**src/rtl/text_console_writer_if.sv**
```systemverilog
// Byte-stream handshake plus the RAM write port and cursor/status outputs of the console writer.
// The writer drives char_ready, RAM write and status signals; the source drives char_in/char_valid/clear.
interface text_console_writer_if #(
    parameter int COLS       = 80,
    parameter int ROWS       = 60,
    parameter int DATA_WIDTH = 8,
    parameter int ADDR_WIDTH = $clog2(COLS*ROWS)
);
    logic [DATA_WIDTH-1:0]    char_in;
    logic                     char_valid;
    logic                     char_ready;
    logic                     clear;
    logic [DATA_WIDTH-1:0]    din;
    logic                     write_en;
    logic [ADDR_WIDTH-1:0]    waddr;
    logic [$clog2(COLS)-1:0]  cursor_col;
    logic [$clog2(ROWS)-1:0]  cursor_row;
    logic                     busy;

    modport master (
        output char_in, char_valid, clear,
        input  char_ready, din, write_en, waddr, cursor_col, cursor_row, busy
    );

    modport slave (
        input  char_in, char_valid, clear,
        output char_ready, din, write_en, waddr, cursor_col, cursor_row, busy
    );
endinterface

```
**src/rtl/text_console_writer.sv**
```systemverilog
// Terminal-style writer into an 80x60 text RAM; writes land one cycle after acceptance, one char/clk.
// char_ready drops whenever a line or screen clear is running or clear is requested.
module text_console_writer #(
    parameter int                    COLS           = 80,
    parameter int                    ROWS           = 60,
    parameter int                    DATA_WIDTH     = 8,
    parameter int                    ADDR_WIDTH     = $clog2(COLS*ROWS),
    parameter logic [DATA_WIDTH-1:0] BLANK          = 8'h20,
    parameter bit                    CLEAR_ON_RESET = 1'b1
) (
    input  logic                  clk,
    input  logic                  rstn,
    text_console_writer_if.slave  bus
);
    localparam int COL_W = $clog2(COLS);
    localparam int ROW_W = $clog2(ROWS);

    localparam logic [COL_W-1:0]      COL_LAST   = COL_W'(COLS-1);
    localparam logic [ROW_W-1:0]      ROW_LAST   = ROW_W'(ROWS-1);
    localparam logic [ADDR_WIDTH-1:0] LINE_LAST  = ADDR_WIDTH'(COLS-1);
    localparam logic [ADDR_WIDTH-1:0] SCRN_LAST  = ADDR_WIDTH'(COLS*ROWS-1);
    localparam logic [ADDR_WIDTH-1:0] LINE_LEN   = ADDR_WIDTH'(COLS);
    localparam logic [ADDR_WIDTH-1:0] ADDR_ONE   = ADDR_WIDTH'(1);
    localparam logic [COL_W-1:0]      COL_ONE    = COL_W'(1);
    localparam logic [ROW_W-1:0]      ROW_ONE    = ROW_W'(1);
    localparam logic [DATA_WIDTH-1:0] C_BS       = DATA_WIDTH'(8'h08);
    localparam logic [DATA_WIDTH-1:0] C_LF       = DATA_WIDTH'(8'h0A);
    localparam logic [DATA_WIDTH-1:0] C_CR       = DATA_WIDTH'(8'h0D);
    localparam logic [DATA_WIDTH-1:0] C_PRINTMIN = DATA_WIDTH'(8'h20);

    typedef enum logic [1:0] {
        S_IDLE    = 2'd0,
        S_CLEAR   = 2'd1,
        S_LINECLR = 2'd2
    } state_t;

    localparam state_t RESET_STATE = CLEAR_ON_RESET ? S_CLEAR : S_IDLE;

    state_t                  state_q, state_d;
    logic [COL_W-1:0]        col_q, col_d;
    logic [ROW_W-1:0]        row_q, row_d;
    logic [ADDR_WIDTH-1:0]   addr_q, addr_d;
    logic [ADDR_WIDTH-1:0]   cnt_q, cnt_d;
    logic [DATA_WIDTH-1:0]   din_q, din_d;
    logic                    we_q, we_d;
    logic [ADDR_WIDTH-1:0]   waddr_q, waddr_d;
    logic                    busy_q, busy_d;

    logic                    ready;
    logic                    last_row;
    logic [ADDR_WIDTH-1:0]   row_start;
    logic [ADDR_WIDTH-1:0]   next_row_start;
    logic [ROW_W-1:0]        next_row;

    assign ready          = (state_q == S_IDLE) && !bus.clear;
    assign last_row       = (row_q == ROW_LAST);
    assign row_start      = addr_q - ADDR_WIDTH'(col_q);
    assign next_row_start = last_row ? '0 : row_start + LINE_LEN;
    assign next_row       = last_row ? '0 : row_q + ROW_ONE;

    always_comb begin
        state_d = state_q;
        col_d   = col_q;
        row_d   = row_q;
        addr_d  = addr_q;
        cnt_d   = cnt_q;
        din_d   = din_q;
        we_d    = 1'b0;
        waddr_d = waddr_q;

        case (state_q)
            S_IDLE: begin
                if (bus.clear) begin
                    state_d = S_CLEAR;
                    cnt_d   = '0;
                end else if (bus.char_valid) begin
                    if (bus.char_in >= C_PRINTMIN) begin
                        we_d    = 1'b1;
                        waddr_d = addr_q;
                        din_d   = bus.char_in;
                        if (col_q == COL_LAST) begin
                            col_d   = '0;
                            row_d   = next_row;
                            addr_d  = next_row_start;
                            cnt_d   = '0;
                            state_d = S_LINECLR;
                        end else begin
                            col_d  = col_q + COL_ONE;
                            addr_d = addr_q + ADDR_ONE;
                        end
                    end else if (bus.char_in == C_LF) begin
                        col_d   = '0;
                        row_d   = next_row;
                        addr_d  = next_row_start;
                        cnt_d   = '0;
                        state_d = S_LINECLR;
                    end else if (bus.char_in == C_CR) begin
                        col_d  = '0;
                        addr_d = row_start;
                    end else if (bus.char_in == C_BS && col_q != '0) begin
                        // backspace erases the cell the cursor moves back onto
                        col_d   = col_q - COL_ONE;
                        addr_d  = addr_q - ADDR_ONE;
                        we_d    = 1'b1;
                        waddr_d = addr_q - ADDR_ONE;
                        din_d   = BLANK;
                    end
                end
            end
            S_LINECLR: begin
                // addr_q already points at column 0 of the row being blanked
                we_d    = 1'b1;
                waddr_d = addr_q + cnt_q;
                din_d   = BLANK;
                if (cnt_q == LINE_LAST) begin
                    cnt_d   = '0;
                    state_d = S_IDLE;
                end else begin
                    cnt_d = cnt_q + ADDR_ONE;
                end
            end
            S_CLEAR: begin
                we_d    = 1'b1;
                waddr_d = cnt_q;
                din_d   = BLANK;
                if (cnt_q == SCRN_LAST) begin
                    cnt_d   = '0;
                    col_d   = '0;
                    row_d   = '0;
                    addr_d  = '0;
                    state_d = S_IDLE;
                end else begin
                    cnt_d = cnt_q + ADDR_ONE;
                end
            end
            default: state_d = S_IDLE;
        endcase

        busy_d = (state_d != S_IDLE);
    end

    always_ff @(posedge clk or negedge rstn) begin
        if (!rstn) begin
            state_q <= RESET_STATE;
            col_q   <= '0;
            row_q   <= '0;
            addr_q  <= '0;
            cnt_q   <= '0;
            din_q   <= '0;
            we_q    <= 1'b0;
            waddr_q <= '0;
            busy_q  <= CLEAR_ON_RESET;
        end else begin
            state_q <= state_d;
            col_q   <= col_d;
            row_q   <= row_d;
            addr_q  <= addr_d;
            cnt_q   <= cnt_d;
            din_q   <= din_d;
            we_q    <= we_d;
            waddr_q <= waddr_d;
            busy_q  <= busy_d;
        end
    end

    assign bus.char_ready = ready;
    assign bus.din        = din_q;
    assign bus.write_en   = we_q;
    assign bus.waddr      = waddr_q;
    assign bus.cursor_col = col_q;
    assign bus.cursor_row = row_q;
    assign bus.busy       = busy_q;
endmodule
```
**src/flat_wrapper.sv**
```systemverilog
// flat-port wrapper written by rule: the top's interface ports become plain ports
module text_console_writer_flat 
#(
    parameter int                    COLS           = 80,
    parameter int                    ROWS           = 60,
    parameter int                    DATA_WIDTH     = 8,
    parameter int                    ADDR_WIDTH     = $clog2(COLS*ROWS),
    parameter logic [DATA_WIDTH-1:0] BLANK          = 8'h20,
    parameter bit                    CLEAR_ON_RESET = 1'b1
)
  (clk, rstn, bus_char_in, bus_char_valid, bus_clear, bus_char_ready, bus_din, bus_write_en, bus_waddr, bus_cursor_col, bus_cursor_row, bus_busy);
  text_console_writer_if #(.COLS(COLS), .ROWS(ROWS), .DATA_WIDTH(DATA_WIDTH), .ADDR_WIDTH(ADDR_WIDTH)) bus_i ();
  input  logic clk;
  input  logic rstn;
  input wire logic [$bits(bus_i.char_in)-1:0] bus_char_in;
  input wire logic [$bits(bus_i.char_valid)-1:0] bus_char_valid;
  input wire logic [$bits(bus_i.clear)-1:0] bus_clear;
  output wire logic [$bits(bus_i.char_ready)-1:0] bus_char_ready;
  output wire logic [$bits(bus_i.din)-1:0] bus_din;
  output wire logic [$bits(bus_i.write_en)-1:0] bus_write_en;
  output wire logic [$bits(bus_i.waddr)-1:0] bus_waddr;
  output wire logic [$bits(bus_i.cursor_col)-1:0] bus_cursor_col;
  output wire logic [$bits(bus_i.cursor_row)-1:0] bus_cursor_row;
  output wire logic [$bits(bus_i.busy)-1:0] bus_busy;
  assign bus_i.char_in = bus_char_in;
  assign bus_i.char_valid = bus_char_valid;
  assign bus_i.clear = bus_clear;
  assign bus_char_ready = bus_i.char_ready;
  assign bus_din = bus_i.din;
  assign bus_write_en = bus_i.write_en;
  assign bus_waddr = bus_i.waddr;
  assign bus_cursor_col = bus_i.cursor_col;
  assign bus_cursor_row = bus_i.cursor_row;
  assign bus_busy = bus_i.busy;
  text_console_writer #(.COLS(COLS), .ROWS(ROWS), .DATA_WIDTH(DATA_WIDTH), .ADDR_WIDTH(ADDR_WIDTH), .BLANK(BLANK), .CLEAR_ON_RESET(CLEAR_ON_RESET)) u_core (.clk(clk), .rstn(rstn), .bus(bus_i));
endmodule
```
**config.mk**
```make
export PLATFORM = sky130hd
export DESIGN_NAME = text_console_writer_flat
export DESIGN_NICKNAME = d
export VERILOG_FILES = /design/src/rtl/text_console_writer_if.sv /design/src/rtl/text_console_writer.sv /design/src/flat_wrapper.sv
export SDC_FILE = /design/constraint.sdc
export NUM_CORES = 1
export LEC_CHECK = 0
export CAP_MARGIN = 20
export CORE_MARGIN = 4
export CORE_UTILIZATION = 59
export CTS_BUF_LIST = sky130_fd_sc_hd__clkbuf_8
export DETAILED_ROUTE_END_ITERATION = 10
export PLACE_DENSITY = 0.8
export SETUP_SLACK_MARGIN = 0.2
export SLEW_MARGIN = 20
export SYNTH_ARGS = -nofsm -noshare
export SYNTH_HDL_FRONTEND = slang
export SYNTH_SLANG_ARGS = --single-unit
```
**constraint.sdc**
```tcl
create_clock -name clk -period 7.3 [get_ports clk]
set_input_delay 0.73 -clock clk [delete_from_list [all_inputs] [get_ports clk]]
set_output_delay 0.73 -clock clk [all_outputs]
set_load 0.02 [all_outputs]
```
Word-level counts from Yosys, hierarchy flattened
Index checks and enable logic that the tools add are counted.
W data, S select, Z words.
{"block": "word_totals", "mem_bits_rw": 0, "romBits": 0, "latch_bits": 0, "mem_count": 0, "out_inout_bits": 37, "regBits": 64}
{"block": "classes", "n_lt_le_gt_ge": 1, "bitwise": 0, "mux": 63, "shifts": 0, "addsub": 9, "div_mod_pow": 0, "mul": 0, "n_eq_ne": 21, "reduce_logical": 15}
{"operator": "$mux W13", "count": 21}
{"operator": "$pmux W13 S3", "count": 2}
{"operator": "$mux W7", "count": 8}
{"operator": "$mux W8", "count": 6}
{"operator": "$mux W6", "count": 7}
{"operator": "$add A13 B1 Y13 const B", "count": 2}
{"operator": "$pmux W13 S2", "count": 1}
{"operator": "$eq A8 B4 Y1 const B", "count": 3}
{"operator": "$ne A3 B3 Y1 const B", "count": 6}
{"operator": "$reduce_and A6 Y1", "count": 3}
{"operator": "$pmux W8 S2", "count": 1}
{"operator": "$mux W2", "count": 7}
{"operator": "$pmux W7 S2", "count": 1}
{"operator": "$add A13 B13 Y13", "count": 1}
{"operator": "$add A13 B7 Y13 const B", "count": 1}
{"operator": "$eq A13 B13 Y1 const B", "count": 1}
{"operator": "$eq A13 B7 Y1 const B", "count": 1}
{"operator": "$sub A13 B1 Y13 const B", "count": 1}
{"operator": "$sub A13 B7 Y13", "count": 1}
{"operator": "$pmux W6 S2", "count": 1}
{"operator": "$ge A8 B6 Y1 const B", "count": 1}
{"operator": "$ne A4 B4 Y1 const B", "count": 2}
{"operator": "$add A7 B1 Y7 const B", "count": 1}
{"operator": "$eq A7 B7 Y1 const B", "count": 1}
{"operator": "other kinds (20)", "count": 29}

Depth between registers and ports, before layout
{"block": "depth", "word_depth": 9, "depth_mapped": 13, "mapped_depth_nobuf": 13}

Least setup slack after synthesis
Ideal clock, no wire load.
{"block": "synth_path", "path_type": "flip-flop to flip-flop", "from": "reg u_core.col_q[4], in the netlist u_core.bus.cursor_col[4]", "to": "reg u_core.addr_q[8]", "arrival_time_ns": 3.182, "setup_slack_ns": 4.053, "period_less_slack_ns": 3.247, "stages_incl_launch_ff": 13, "t_required_ns": 7.235, "cell_sequence": "dfrtp_1 > clkbuf_1 > inv_1 > ha_1 > o2111a_1 > or4_1 > and2_1 > ha_1 > nor2_1 > nor2_1 > or3_1 > a311oi_1 > o22a_1"}
{"block": "synth_between", "elab_chain_cells": 8, "elab_cells_between_ends": 15, "classes_between": "add/sub: 2; eq/ne: 2; mux: 8; reduce/logical: 3"}
{"item": "start: declaration", "line_no": "text_console_writer.sv:40", "text": "logic [COL_W-1:0] col_q, col_d;"}
{"item": "start signal: assignment", "line_no": "text_console_writer.sv:155", "text": "col_q <= col_d;"}
{"item": "$sub A13 B7 Y13", "line_no": "text_console_writer.sv:57", "text": "assign row_start = addr_q - ADDR_WIDTH'(col_q);"}
{"item": "$add A13 B7 Y13", "line_no": "text_console_writer.sv:58", "text": "assign next_row_start = last_row ? '0 : row_start + LINE_LEN;"}
{"item": "$mux W13", "line_no": "text_console_writer.sv:58"}
{"item": "$mux W13, on equally long branches", "line_no": "text_console_writer.sv:91, text_console_writer.sv:81"}
{"item": "$mux W13", "line_no": "text_console_writer.sv:77", "text": "if (bus.char_in >= C_PRINTMIN) begin"}
{"item": "$mux W13", "line_no": "text_console_writer.sv:76", "text": "end else if (bus.char_valid) begin"}
{"item": "$mux W13", "line_no": "text_console_writer.sv:73", "text": "if (bus.clear) begin"}
{"item": "$pmux W13 S2", "line_no": "text_console_writer.sv:71", "text": "case (state_q)"}
{"item": "end signal: assignment", "line_no": "text_console_writer.sv:157", "text": "addr_q <= addr_d;"}
{"item": "end: declaration", "line_no": "text_console_writer.sv:42", "text": "logic [ADDR_WIDTH-1:0] addr_q, addr_d;"}
Several ways; a longest one is shown, not always the timed one. The select of a mux whose other input is x is not followed.
A chain may end at the register's enable or synchronous reset.

Final worst setup path
{"block": "layout_path", "from": "reg u_core.addr_q[1]", "to": "reg u_core.addr_q[8]"}
{"block": "layout_between", "elab_chain_cells": 8, "elab_cells_between_ends": 13, "classes_between": "add/sub: 4; mux: 9"}
{"item": "$sub A13 B7 Y13 or $sub A13 B1 Y13 (tied branches)", "line_no": "text_console_writer.sv:57, text_console_writer.sv:103"}
{"item": "$add A13 B7 Y13 or $mux W13 (tied branches)", "line_no": "text_console_writer.sv:58, text_console_writer.sv:100"}
{"item": "$mux W13, on equally long branches", "line_no": "text_console_writer.sv:58, text_console_writer.sv:97"}
{"item": "$mux W13, on equally long branches", "line_no": "text_console_writer.sv:91, text_console_writer.sv:81"}
{"item": "$mux W13 (*)", "line_no": "text_console_writer.sv:77"}
{"item": "$mux W13 (*)", "line_no": "text_console_writer.sv:76"}
{"item": "$mux W13 (*)", "line_no": "text_console_writer.sv:73"}
{"item": "$pmux W13 S2 (*)", "line_no": "text_console_writer.sv:71"}
Every way passes the cells marked *; elsewhere a longest branch is shown, timed or not. The select of a mux whose other input is x is not followed.

==> summary.md <==
| Metric | Value |
|---|---|
| Gp weighted congestion | `0.9389` |
| Async S/R FF share, synth | `1.000` |
| Final min period | `3.511 ns` |
| Met2 WL | `7014 um` |
| Worst hold path type | `flop to flop` |
| Gr usage total | `0.2912` |
| Post-route clock period utilization | `0.4810` |
| Post-synth EDFFs | `0` |
| Syn. warnings | `0` |
| Clock Sinks | `64` |
| Max Root-Sink Buffers | `2` |
| Antenna violations before repair | `0` |
| DRC Markers | `0` |
| CTS root buf | `clkbuf_8` |
| Later-pin clock latency in the skew report | `0.35 ns` |
| Status | `complete, no violations` |
| H-tree levels | `3` |
| Fillcell total | `800` |
| Power density cells | `431.1 mW/mm^2` |
| Syn_area_per_cell | `7.781 um^2` |
| CP max-delay cell | `dfrtp_1` |
| Max-slew violations | `0` |
| Crit Path Class | `flop to flop` |
| Hold path start | `u_core.bus.din[6]` |
| Synth cell types | `77` |
| Share of layout cells above drive strength 1 | `0.06513` |
| WL/cell | `18.57 um` |
| CP top delay family | `simple AND/OR/NAND/NOR gates` |
| Mapped Cells | `712` |
| Worst R2R Start | `u_core.addr_q[1]` |
| Top cells by area, synth | `dfrtp_1 28%, o21ai_0 7.4%, nand2_1 7.1%` |
| Critical path peak fanout | `12` |
| Post-synthesis sequential area ratio | `0.2895` |
| Crit path largest cell delay | `0.67 ns` |
| Multi-input gate area | `0.003677 mm^2` |
| Starting Density | `0.6024` |
| Synthesized Nets | `757` |
| Hold path depth | `2` |
| Die X-Extent | `104.9 um` |
| Port Buffers | `48` |
| Maximum vdd ir drop | `0.2526 mV` |
| Hold Path End | `u_core.bus.din[6]` |
| Setup TNS Final | `0 ns` |
| Setup Viol. Count Final | `0` |
| Register area | `0.001604 mm^2` |
| Gr ovfl total | `0` |
| Number of global-route vias before repair | `5316` |
| Nets | `777` |
| FF-to-FF path depth | `11` |
| Tot Pwr | `2.678 mW` |
| RSZ-0062 raised after global routing | `false` |
| Final WL | `15740 um` |
| Met1 wire length | `6649 um` |
| Most frequent cell after synthesis | `nand2_1` |
| Initial DRC count | `561` |
| Post-synth top cells | `105 x nand2_1, 82 x o21ai_0, 62 x dfrtp_1, 54 x nor2_1, 36 x a21oi_1` |
| Total die area | `0.01101 mm^2` |
| Die H | `104.9 um` |
| Ports | `49` |
| Max Cap Viol | `0` |
| CTS clock-pin slew for the worst setup and hold paths | `0.08 ns` |
| CP Buf/Inv Count | `0` |
| R2R Setup Slk | `3.79 ns` |
| Hold Buf Count CTS | `0` |
| Core Area | `0.009196 mm^2` |
| Post-detail-place hpwl | `11230 um` |
| Crit path launch type | `flop` |
| Yosys top cell area share | `0.2800` |
| Met3 wire length | `1471 um` |
| First-pass GRT wire length | `26530 um` |
| Area Growth Syn to Fin | `12.10%` |
| CP Capture Type | `flop` |
| Max-slew headroom | `0.3061` |
| Top Metal Used | `met4` |
| Worst-Margin Slew | `1.033 ns` |
| CTS tree | `built` |
| Post-CTS sizing | `0` |
| Top FF cell, synth | `dfrtp_1` |
| Endpoint of the worst register-to-register path | `u_core.addr_q[8]` |
| Worst Path Required | `7.58 ns` |
| Synthesis-stage register bit count | `64` |
| Max frequency | `284.8 MHz` |
| Ant. Diodes | `0` |
| Hold Vio Cnt, Final | `0` |
| Synthesized cell area | `0.005540 mm^2` |
| Row Count | `35` |
| Postcts setup bufs | `0` |
| Yosys top cell by area | `dfrtp_1` |
| Cells along the critical path | `ha_1 -> nor2b_2 -> o2111a_1 -> or4_1 -> and2_1 -> ha_1 -> nor2_1 -> nor2_1 -> or3_1 -> a311oi_1 -> o22a_1` |
| Vias/cell | `6.607` |
| Largest net degree at the start of global routing | `65` |
| Vias | `5603` |
| TritonCTS buffer count | `9` |
| WP data arrival | `3.79 ns` |
| Final Skew | `0.01027 ns` |
| LEAKAGE | `2.536 nW` |
| DRT antenna net count | `0` |
| DR pass1 iterations | `7` |
## flip-flops by register name, summed over array words and instances (netlist names)
| signal | flops |
|---|---|
| u_core.addr_q | 13 |
| u_core.bus.busy | 1 |
| u_core.bus.cursor_col | 7 |
| u_core.bus.cursor_row | 6 |
| u_core.bus.din | 8 |
| u_core.bus.waddr | 13 |
| u_core.bus.write_en | 1 |
| u_core.cnt_q | 13 |
| u_core.state_q | 2 |
## stage by stage
stage / hold slack, ns / utilization / cell area, um^2 / std cells / setup slack [ns]
finish: 0.4793 / 0.6754 / 6211 / 848 / 3.789
floorplan: 0.4344 / - / 5540 / 712 / 4.053
CTS: 0.4857 / 0.6746 / 6203 / 848 / 3.821
global route: 0.5209 / 0.6754 / 6211 / 848 / 3.517
global placement: 0.4626 / 0.6505 / 5982 / 832 / 3.788
detailed placement: 0.4694 / 0.6505 / 5982 / 832 / 3.661
## final cells by class
class	instances	area share
multi-input cells	588	0.5921
repair buffers	52	0.08139
inverters	17	0.01027
clock inverters	6	0.01350
flip-flops and latches	64	0.2583
well taps	111	0.02236
clock buffers	10	0.02216
## cells by family (layout without fill, tap and decap cells)
logic type / count (synthesis) / in the layout / share of synthesized area
multiplexers: 3 / 3 / 0.007678
AO/OA/AOI/OAI: 236 / 236 / 0.2775
buffers and inverters: 60 / 85 / 0.04968
AND/OR/NAND/NOR: 280 / 280 / 0.2414
adder cells (fa/ha/maj): 33 / 33 / 0.07724
XOR/XNOR: 36 / 36 / 0.05691
flip-flops: 64 / 64 / 0.2895
## tightest hold or removal path, delay by kind of cell (launching register included)
| family | cells | cell delay [ns] |
|---|---|---|
| flops | 1 | 0.34 |
| compound gates | 1 | 0.06 |
| simple gates | 1 | 0.04 |
## worst max-delay path by stage
stage,from,endpoint,slack [ns],cells past startpoint
final,u_core.addr_q[1],u_core.addr_q[8],3.79,11
after global routing,u_core.addr_q[0],u_core.addr_q[10],3.52,12
after CTS,u_core.addr_q[1],u_core.addr_q[8],3.82,11
after detailed placement,bus_char_in[7],u_core.bus.waddr[11],3.66,7
after global placement,bus_char_in[7],u_core.bus.waddr[11],3.79,7
after floorplan,u_core.bus.cursor_col[4],u_core.addr_q[8],4.05,12
## metal layers
metal | vias up | global-route usage
met3 | 54 | 0.05497
li1 | 2645 | -
met4 | 0 | 0.1134
met1 | 2586 | 0.4058
met2 | 318 | 0.4482
met5 | - | 0
## power breakdown
part	total, mW	internal (mW)	switching, mW
logic	1.68	0.664	1.02
clock network	0.352	0.200	0.152
registers	0.646	0.465	0.181
## cells in the final DEF, fill, tap and decap left out, types with 4 or more instances in the layout
cell type,count
nand2_1,105
clkdlybuf4s50_1,47
a22oi_1,10
o21a_1,6
ha_1,31
nor2_1,54
or3_1,5
o31ai_1,9
a21oi_1,35
a22o_1,7
nor4_1,7
clkbuf_8,10
nand2b_1,11
and3_1,7
or2_2,4
o22ai_1,6
dfrtp_1,62
a211oi_1,4
inv_1,18
nor3_1,30
o221ai_1,4
nand4_1,7
buf_4,4
a211o_1,4
a21oi_2,4
o21ai_0,82
a311oi_1,4
a21o_1,13
o41ai_1,4
xnor2_1,22
a221oi_1,5
nand3_1,23
a31oi_1,11
xor2_1,14
o21ai_1,4
No activity file was read; power rests on OpenSTA's default activity.
